$ cat src/rtl/alu_result_merge.sv
// alu_result_merge: buffers PHVs while their ALU actions run, merges the per-container
// results back in, and emits them in order with lost/orphan/duplicate result detection.
module alu_result_merge #(
    parameter int CONT_NUM   = 8,
    parameter int DATA_WIDTH = 32,
    parameter int META_LEN   = 32,
    parameter int FIFO_DEPTH = 4,
    parameter int TIMEOUT    = 15
) (
    input  logic                                   clk,
    input  logic                                   rst,
    input  logic [META_LEN+CONT_NUM*DATA_WIDTH-1:0] phv_in,
    input  logic                                   phv_in_valid,
    input  logic [CONT_NUM-1:0]                    alu_issue_mask,
    input  logic [CONT_NUM*DATA_WIDTH-1:0]         container_in,
    input  logic [CONT_NUM-1:0]                    container_in_valid,
    output logic                                   ready_out,
    output logic [META_LEN+CONT_NUM*DATA_WIDTH-1:0] phv_out,
    output logic                                   phv_out_valid,
    output logic                                   err_overflow,
    output logic                                   err_orphan,
    output logic                                   err_dup,
    output logic                                   err_timeout
);
    localparam int DW = DATA_WIDTH;
    localparam int PW = META_LEN + CONT_NUM * DW;
    localparam int AW = $clog2(FIFO_DEPTH);
    localparam int TW = $clog2(TIMEOUT + 1);
    localparam logic [AW:0] DEPTH = (AW + 1)'(FIFO_DEPTH);

    typedef enum logic [1:0] {IDLE, COLLECT, EMIT} state_t;

    logic [PW-1:0]       phv_mem [FIFO_DEPTH];
    logic [CONT_NUM-1:0] mask_mem [FIFO_DEPTH];
    logic [DW-1:0]       res [CONT_NUM];
    logic [AW-1:0]       wr_ptr, rd_ptr;
    logic [AW:0]         count, count_next;
    logic [TW-1:0]       tmo;
    logic [CONT_NUM-1:0] got, base, mask_eff, cap, dup;
    logic [PW-1:0]       merged;
    logic                full, empty, push, pop, done;
    state_t              state;

    assign full       = count == DEPTH;
    assign empty      = count == '0;
    assign ready_out  = ~full;
    assign push       = phv_in_valid & ~full;
    assign pop        = state == EMIT;
    assign count_next = count + (AW + 1)'(push) - (AW + 1)'(pop);
    assign done       = got == mask_mem[rd_ptr];

    // During EMIT the head is leaving, so strobes already belong to the entry behind it.
    assign mask_eff = pop ? (count > (AW + 1)'(1) ? mask_mem[rd_ptr + AW'(1)] : '0)
                          : (empty ? '0 : mask_mem[rd_ptr]);
    assign base     = pop ? '0 : got;
    assign cap      = container_in_valid & mask_eff & ~base;
    assign dup      = container_in_valid & mask_eff & base;

    always_comb begin
        merged = phv_mem[rd_ptr];
        for (int i = 0; i < CONT_NUM; i++)
            if (got[i]) merged[i*DW +: DW] = res[i];
    end

    always_ff @(posedge clk) begin
        if (push) begin
            phv_mem[wr_ptr]  <= phv_in;
            mask_mem[wr_ptr] <= alu_issue_mask;
        end
        for (int i = 0; i < CONT_NUM; i++)
            if (cap[i]) res[i] <= container_in[i*DW +: DW];
    end

    always_ff @(posedge clk) begin
        if (rst) begin
            state         <= IDLE;
            count         <= '0;
            wr_ptr        <= '0;
            rd_ptr        <= '0;
            got           <= '0;
            tmo           <= '0;
            phv_out       <= '0;
            phv_out_valid <= 1'b0;
            err_overflow  <= 1'b0;
            err_orphan    <= 1'b0;
            err_dup       <= 1'b0;
            err_timeout   <= 1'b0;
        end else begin
            got           <= base | cap;
            count         <= count_next;
            wr_ptr        <= wr_ptr + AW'(push);
            rd_ptr        <= rd_ptr + AW'(pop);
            phv_out_valid <= 1'b0;
            err_overflow  <= err_overflow | (phv_in_valid & full);
            err_orphan    <= err_orphan | (empty & |container_in_valid);
            err_dup       <= err_dup | |dup;
            case (state)
                IDLE: if (!empty) begin
                    state <= COLLECT;
                    tmo   <= '0;
                end
                COLLECT: begin
                    tmo <= tmo + TW'(1);
                    if (done || tmo == TW'(TIMEOUT)) begin
                        phv_out       <= merged;
                        phv_out_valid <= 1'b1;
                        err_timeout   <= err_timeout | ~done;
                        state         <= EMIT;
                    end
                end
                EMIT: begin
                    state <= count_next != '0 ? COLLECT : IDLE;
                    tmo   <= '0;
                end
                default: state <= IDLE;
            endcase
        end
    end
endmodule

$ cat config.mk
export PLATFORM = sky130hd
export DESIGN_NAME = alu_result_merge
export DESIGN_NICKNAME = d
export VERILOG_FILES = /design/src/rtl/alu_result_merge.sv
export SDC_FILE = /design/constraint.sdc
export NUM_CORES = 2
export LEC_CHECK = 0
export ABC_AREA = 1
export CAP_MARGIN = 20
export CORE_MARGIN = 2
export CORE_UTILIZATION = 30
export DETAILED_ROUTE_END_ITERATION = 10
export MAX_ROUTING_LAYER = met4
export PLACE_DENSITY = 0.56
export SLEW_MARGIN = 20
export SYNTH_ARGS = -nofsm -noshare
export SYNTH_HDL_FRONTEND = slang
export SYNTH_SLANG_ARGS = --single-unit
$ cat constraint.sdc
create_clock -name clk -period 35 [get_ports clk]
set_input_delay 7 -clock clk [delete_from_list [all_inputs] [get_ports clk]]
set_output_delay 7 -clock clk [all_outputs]
set_load 0.02 [all_outputs]
# After elaboration in Yosys (flattened, before gate mapping)
# Memory sizes are Yosys's and may differ from the RTL's. A register that Yosys moved wholly into a read port is not among the register bits.
# Index checks and enable logic that the tools add are counted.
# totals
mem_count	3
mem_bits_rw	1440
wordCells	94
out_inout_bits	294
reg_bits	314
input_bits	563
# mem_list
memory	depth	width	rd	rd_ports_with_merged_regs	wr	line	source
phv_mem	4	288	1	1	1	33	logic [PW-1:0] phv_mem [FIFO_DEPTH];
res	8	32	8	0	8	35	logic [DW-1:0] res [CONT_NUM];
mask_mem	4	8	2	1	1	34	logic [CONT_NUM-1:0] mask_mem [FIFO_DEPTH];
# classes
order_cmp	1
n_addsub	6
muxes	39
n_eq_ne	7
n_reduce_logical	11
n_bitwise	15
# ops
operator	count
$mux 32	8
$mux 8	4
$and 8x8->8	3
$mux 1	20
$reduce_or 8->1	2
$pmux 4 s3	1
$eq 8x8->1	1
$mux 2	4
$not 8->8	1
$or 8x8->8	1
$pmux 2 s3	1
$reduce_and 2->1	3
$reduce_bool 3->1	2
$add 2x1->2	2
$add 4x1->4 const B	1
$eq 4x4->1 const B	1
$mux 4	1
$ne 2x2->1 const B	2
$or 1x1->1	4
$add 3x1->3	1
$and 1x1->1	3
$eq 3x3->1 const B	1
$gt 3x1->1 const B	1
$logic_not 3->1	1
other kinds (8)	10

# Longest topological paths before layout
# depth
ltp_word	8
depth_mapped	17
depth_no_buf	15

# Worst setup path before layout
# No wires, ideal clock.
# synth_timing
path_type	input to register
start	in phv_in_valid
end	mem mask_mem[0][0] (enable)
slack_ns	6.641
path_stages	2
arrival_ns	27.040
n_path_buf	0
required_ns	33.681
cell_sequence	nand2_1 nor3_1
# synth_via
elab_chain_cells	3
# synth_lines
item	line	source
start, declared	13	input logic phv_in_valid,
$and 1x1->1	47	assign push = phv_in_valid & ~full;
$mux 1	66	if (push) begin
$mux 1 (not written as such)	68	mask_mem[wr_ptr] <= alu_issue_mask;
end, declared	34	
# Every way passes these cells.

# Worst setup path after layout
# layout_timing
start	in phv_in_valid
end	mem phv_mem[0][225] in the netlist's numbering (enable)
# layout_via
elab_chain_cells	3
# layout_lines
item	line	source
$and 1x1->1	47	
$mux 1	66	
$mux 1 (not written as such)	67	phv_mem[wr_ptr] <= phv_in;
end, declared	33	
# Every way passes these cells.

==> run_summary.xml <==
<?xml version="1.0" encoding="UTF-8"?>
<metrics>
  <group name="cts">
    <metric name="postCtsSetupBuffers" unit="">0</metric>
    <metric name="clock_pin_slew_of_the_registers_on_the_worst_case_setup_and_hold_paths" unit="ps">60</metric>
    <metric name="h-tree-depth" unit="">4</metric>
    <metric name="cts_made_buffers" unit="">188</metric>
    <metric name="cts-root-to-sink-buffers" unit="">3</metric>
    <metric name="cts_tree" unit="">yes</metric>
    <metric name="cts.repair.resized" unit="">0</metric>
    <metric name="clk-insertion-delay-late" unit="ps">850</metric>
    <metric name="numClockSinks" unit="">1754</metric>
    <metric name="cts_root_buf" unit="">sky130_fd_sc_hd__clkbuf_16</metric>
    <metric name="holdBufCountCts" unit="">0</metric>
  </group>
  <group name="worst_setup_path">
    <metric name="worstPathCellList" unit="">clkdlybuf4s50_1, nand2_1, nor3_2, buf_4, buf_4, buf_4</metric>
    <metric name="kind_of_start_point_of_the_critical_path" unit="">input pin</metric>
    <metric name="critPathMostFrequentCell" unit="">sky130_fd_sc_hd__buf_4</metric>
    <metric name="critical-path-max-stage-delay" unit="ps">760</metric>
    <metric name="cp.arrival" unit="ps">10200</metric>
    <metric name="critical-path-slowest-cell" unit="">sky130_fd_sc_hd__buf_4</metric>
    <metric name="rrSetupSlack" unit="ps">29080</metric>
    <metric name="worstPathMaxFanout" unit="">48</metric>
    <metric name="timing.critical_path.to_type" unit="">flip-flop</metric>
    <metric name="critPathKind" unit="">input pin to flip-flop</metric>
    <metric name="worstPathRequired" unit="ps">35440</metric>
  </group>
  <group name="sta">
    <metric name="finalWorstSetupSlack" unit="ps">25240</metric>
    <metric name="post-route-min-period" unit="ps">9760</metric>
    <metric name="rsz0062_at_grt" unit="">no</metric>
    <metric name="max_clock_freq" unit="MHz">103</metric>
    <metric name="timing.slew.headroom" unit="">0.176</metric>
    <metric name="finClkSkew" unit="ps">60.1</metric>
    <metric name="finalMaxSlewViolations" unit="">0</metric>
    <metric name="tightest_slew" unit="ps">1240</metric>
    <metric name="fin_worst_hold_slack" unit="ps">451</metric>
    <metric name="setup_viol" unit="">0</metric>
    <metric name="final.period_utilization" unit="">0.279</metric>
    <metric name="setup_total_negative_slack" unit="ps">0</metric>
    <metric name="report.final.hold_viol_count" unit="">0</metric>
  </group>
  <group name="floorplanning">
    <metric name="std_cell_rows" unit="">172</metric>
    <metric name="fp.dieH" unit="um">474</metric>
    <metric name="floorplan.core_area" unit="um2">220000</metric>
    <metric name="fp.dieArea" unit="um2">224000</metric>
    <metric name="initial_utilization" unit="">0.302</metric>
    <metric name="die_width" unit="um">474</metric>
    <metric name="design.portCount" unit="">857</metric>
  </group>
  <group name="hold_path">
    <metric name="min-delay-path-class" unit="">flip-flop to flip-flop</metric>
  </group>
  <group name="detailed_routing">
    <metric name="drt_iter0_drc" unit="">3457</metric>
    <metric name="finalWirelength" unit="um">209000</metric>
    <metric name="drtAntennaViolNets" unit="">0</metric>
    <metric name="post_detailed_route_drc_marker_count" unit="">0</metric>
    <metric name="wl_per_instance" unit="um">22.8</metric>
    <metric name="vias" unit="">44093</metric>
    <metric name="drt-pass1-iter-count" unit="">6</metric>
    <metric name="mean_number_of_vias_per_cell" unit="">4.82</metric>
  </group>
  <group name="global_routing">
    <metric name="global_route_wire_length_before_repair" unit="um">297000</metric>
    <metric name="largest_net_degree_at_the_start_of_global_routing" unit="">151</metric>
    <metric name="grt_antenna_before_repair" unit="">80</metric>
    <metric name="track_usage" unit="">0.185</metric>
    <metric name="first_global_vias" unit="">42491</metric>
    <metric name="grt-ovfl-total" unit="">0</metric>
  </group>
  <group name="yosys">
    <metric name="synth.ff_latch_count" unit="">1754</metric>
    <metric name="post_synth_inst_count" unit="">5272</metric>
    <metric name="yosysWarnings" unit="">0</metric>
    <metric name="synthDistinctLibCells" unit="">31</metric>
    <metric name="syn_nets" unit="">5843</metric>
    <metric name="synth.cell_area" unit="um2">66200</metric>
    <metric name="synth.avg_cell_area" unit="um2">12.6</metric>
    <metric name="ys_seq_area_frac" unit="">0.748</metric>
  </group>
  <group name="outcome">
    <metric name="outcome" unit="">finished clean</metric>
  </group>
  <group name="placed_design">
    <metric name="dp_hpwl" unit="um">127000</metric>
    <metric name="dpl_cell_area" unit="um2">77700</metric>
    <metric name="port_buffers" unit="">856</metric>
    <metric name="place_congestion" unit="">0.810</metric>
    <metric name="pre_cts_slack" unit="ps">24390</metric>
  </group>
  <group name="run">
    <metric name="max-cap-violations" unit="">0</metric>
  </group>
  <group name="power_and_ir_drop">
    <metric name="power_leakage" unit="nW">29.1</metric>
    <metric name="worst_ir_drop_vdd" unit="mV">0.0399</metric>
    <metric name="design_power_total" unit="mW">5.06</metric>
    <metric name="power.density" unit="nW/um2">59.9</metric>
  </group>
  <group name="finish">
    <metric name="final_nets" unit="">6619</metric>
    <metric name="flow.area_growth_from_synthesis" unit="%">27.4</metric>
    <metric name="layout.cell_area.non_filler" unit="um2">84400</metric>
    <metric name="layout-drive-gt1-share" unit="">0.0631</metric>
    <metric name="fillers" unit="">20818</metric>
    <metric name="area_of_all_sequential_standard_cells" unit="um2">49500</metric>
    <metric name="multi_input_area" unit="um2">14500</metric>
  </group>
</metrics>
[layout make-up]
| class | count | area share |
|---|---|---|
| sequential | 1754 | 0.587 |
| multi-input combinational | 2953 | 0.172 |
| timing repair buffer | 922 | 0.109 |
| clock buffer | 258 | 0.0623 |
| tap | 2871 | 0.0426 |
| clock inverter | 100 | 0.0145 |
| inverter | 229 | 0.0105 |
| antenna | 67 | 0.00199 |
[metrics by stage]
stage,utilization,instances
after CTS,0.384,9087
after floorplan,-,5272
after global routing,0.384,9149
final,0.384,9154
after global placement,0.354,8726
after detailed placement,0.354,8729
[cell families (layout without fill, tap and decap cells)]
| group | after synthesis | after routing | synth area share |
|---|---|---|---|
| XOR/XNOR | 3 | 3 | 0.000397 |
| adder cells (fa/ha/maj) | 8 | 8 | 0.00162 |
| other | 0 | 67 | 0 |
| AND/OR/NAND/NOR | 2279 | 2279 | 0.141 |
| buffers and inverters | 565 | 1509 | 0.0353 |
| AO/OA/AOI/OAI | 566 | 566 | 0.0590 |
| multiplexers | 97 | 97 | 0.0147 |
| flip-flops | 1754 | 1754 | 0.748 |
[cells in the final DEF, fill, tap and decap left out, types with 55 or more instances in the layout]
| master | netlist | layout |
|---|---|---|
| sky130_fd_sc_hd__edfxtp_1 | 1440 | 1440 |
| sky130_fd_sc_hd__clkdlybuf4s50_1 | 0 | 855 |
| sky130_fd_sc_hd__nor2_1 | 740 | 729 |
| sky130_fd_sc_hd__inv_1 | 224 | 219 |
| sky130_fd_sc_hd__nand2_1 | 1032 | 1032 |
| sky130_fd_sc_hd__diode_2 | 0 | 67 |
| sky130_fd_sc_hd__nand3_1 | 392 | 392 |
| sky130_fd_sc_hd__clkbuf_16 | 0 | 192 |
| sky130_fd_sc_hd__buf_4 | 3 | 55 |
| sky130_fd_sc_hd__dfxtp_1 | 314 | 310 |
| sky130_fd_sc_hd__mux2i_1 | 97 | 97 |
| sky130_fd_sc_hd__a21oi_1 | 122 | 121 |
| sky130_fd_sc_hd__o21ai_0 | 79 | 79 |
| sky130_fd_sc_hd__a41oi_1 | 163 | 163 |
| sky130_fd_sc_hd__nand4_1 | 97 | 97 |
| sky130_fd_sc_hd__a22oi_1 | 167 | 167 |
[synth_stat cells (all sizes together)]
cell type	n	area, um2
nor2	740	2780
or2	1	6.26
o22ai	32	200
o21a	2	15.0
clkbuf	200	751
nand2	1034	3890
nor4	2	12.5
nand4	97	607
ha	7	87.6
mux2i	97	971
edfxtp	1440	43200
a21oi	122	611
nor3	5	25.0
dfxtp	314	6290
a21boi	1	7.51
nand3b	8	60.1
xor2	1	8.76
clkinv	2	7.51
a41oi	163	1430
buf	136	728
o21ai	79	395
inv	227	852
xnor2	2	17.5
fa	1	20.0
a22oi	167	1250
nand3	392	1960
[layer usage]
| metal | up-vias | track usage | wire, um |
|---|---|---|---|
| li1 | 20436 | - | - |
| met1 | 22023 | 0.228 | 88000 |
| met2 | 1380 | 0.298 | 102000 |
| met3 | 254 | 0.0459 | 14100 |
| met4 | 0 | 0.0587 | 5300 |
| met5 | - | - | 0 |
[critical path: cells and delay by family]
family,cells,cell delay (ps)
buf+inv,4,2470
simple gates,2,470
[flip-flops by register name, summed over array words and instances, names as in the netlist, 2 cells and up]
signal and cells:
count 3, got 8, mask_mem 32, phv_mem 1152, phv_out 288, rd_ptr 2, res 256, state 2
tmo 4, wr_ptr 2
[where the power goes]
part	switching (mW)	internal, mW	leakage, nW
Combinational	0.322	0.158	10.3
Sequential	0.0522	2.46	15.7
Clock	0.855	1.21	3.16
Total	1.23	3.83	29.1
[final timing paths]
check                                        startpoint                   endpoint  depth (start not counted)
worst min register to register  err_overflow$_SDFF_PP0_    err_overflow$_SDFF_PP0_                          2
worst min-delay path            err_overflow$_SDFF_PP0_    err_overflow$_SDFF_PP0_                          2
worst max-delay path                       phv_in_valid  phv_mem[0][225]$_DFFE_PP_                          6
worst max register to register     rd_ptr[1]$_SDFF_PP0_   phv_out[60]$_SDFFE_PP0P_                         14
Note: power is estimated with default switching activity, not from simulation.
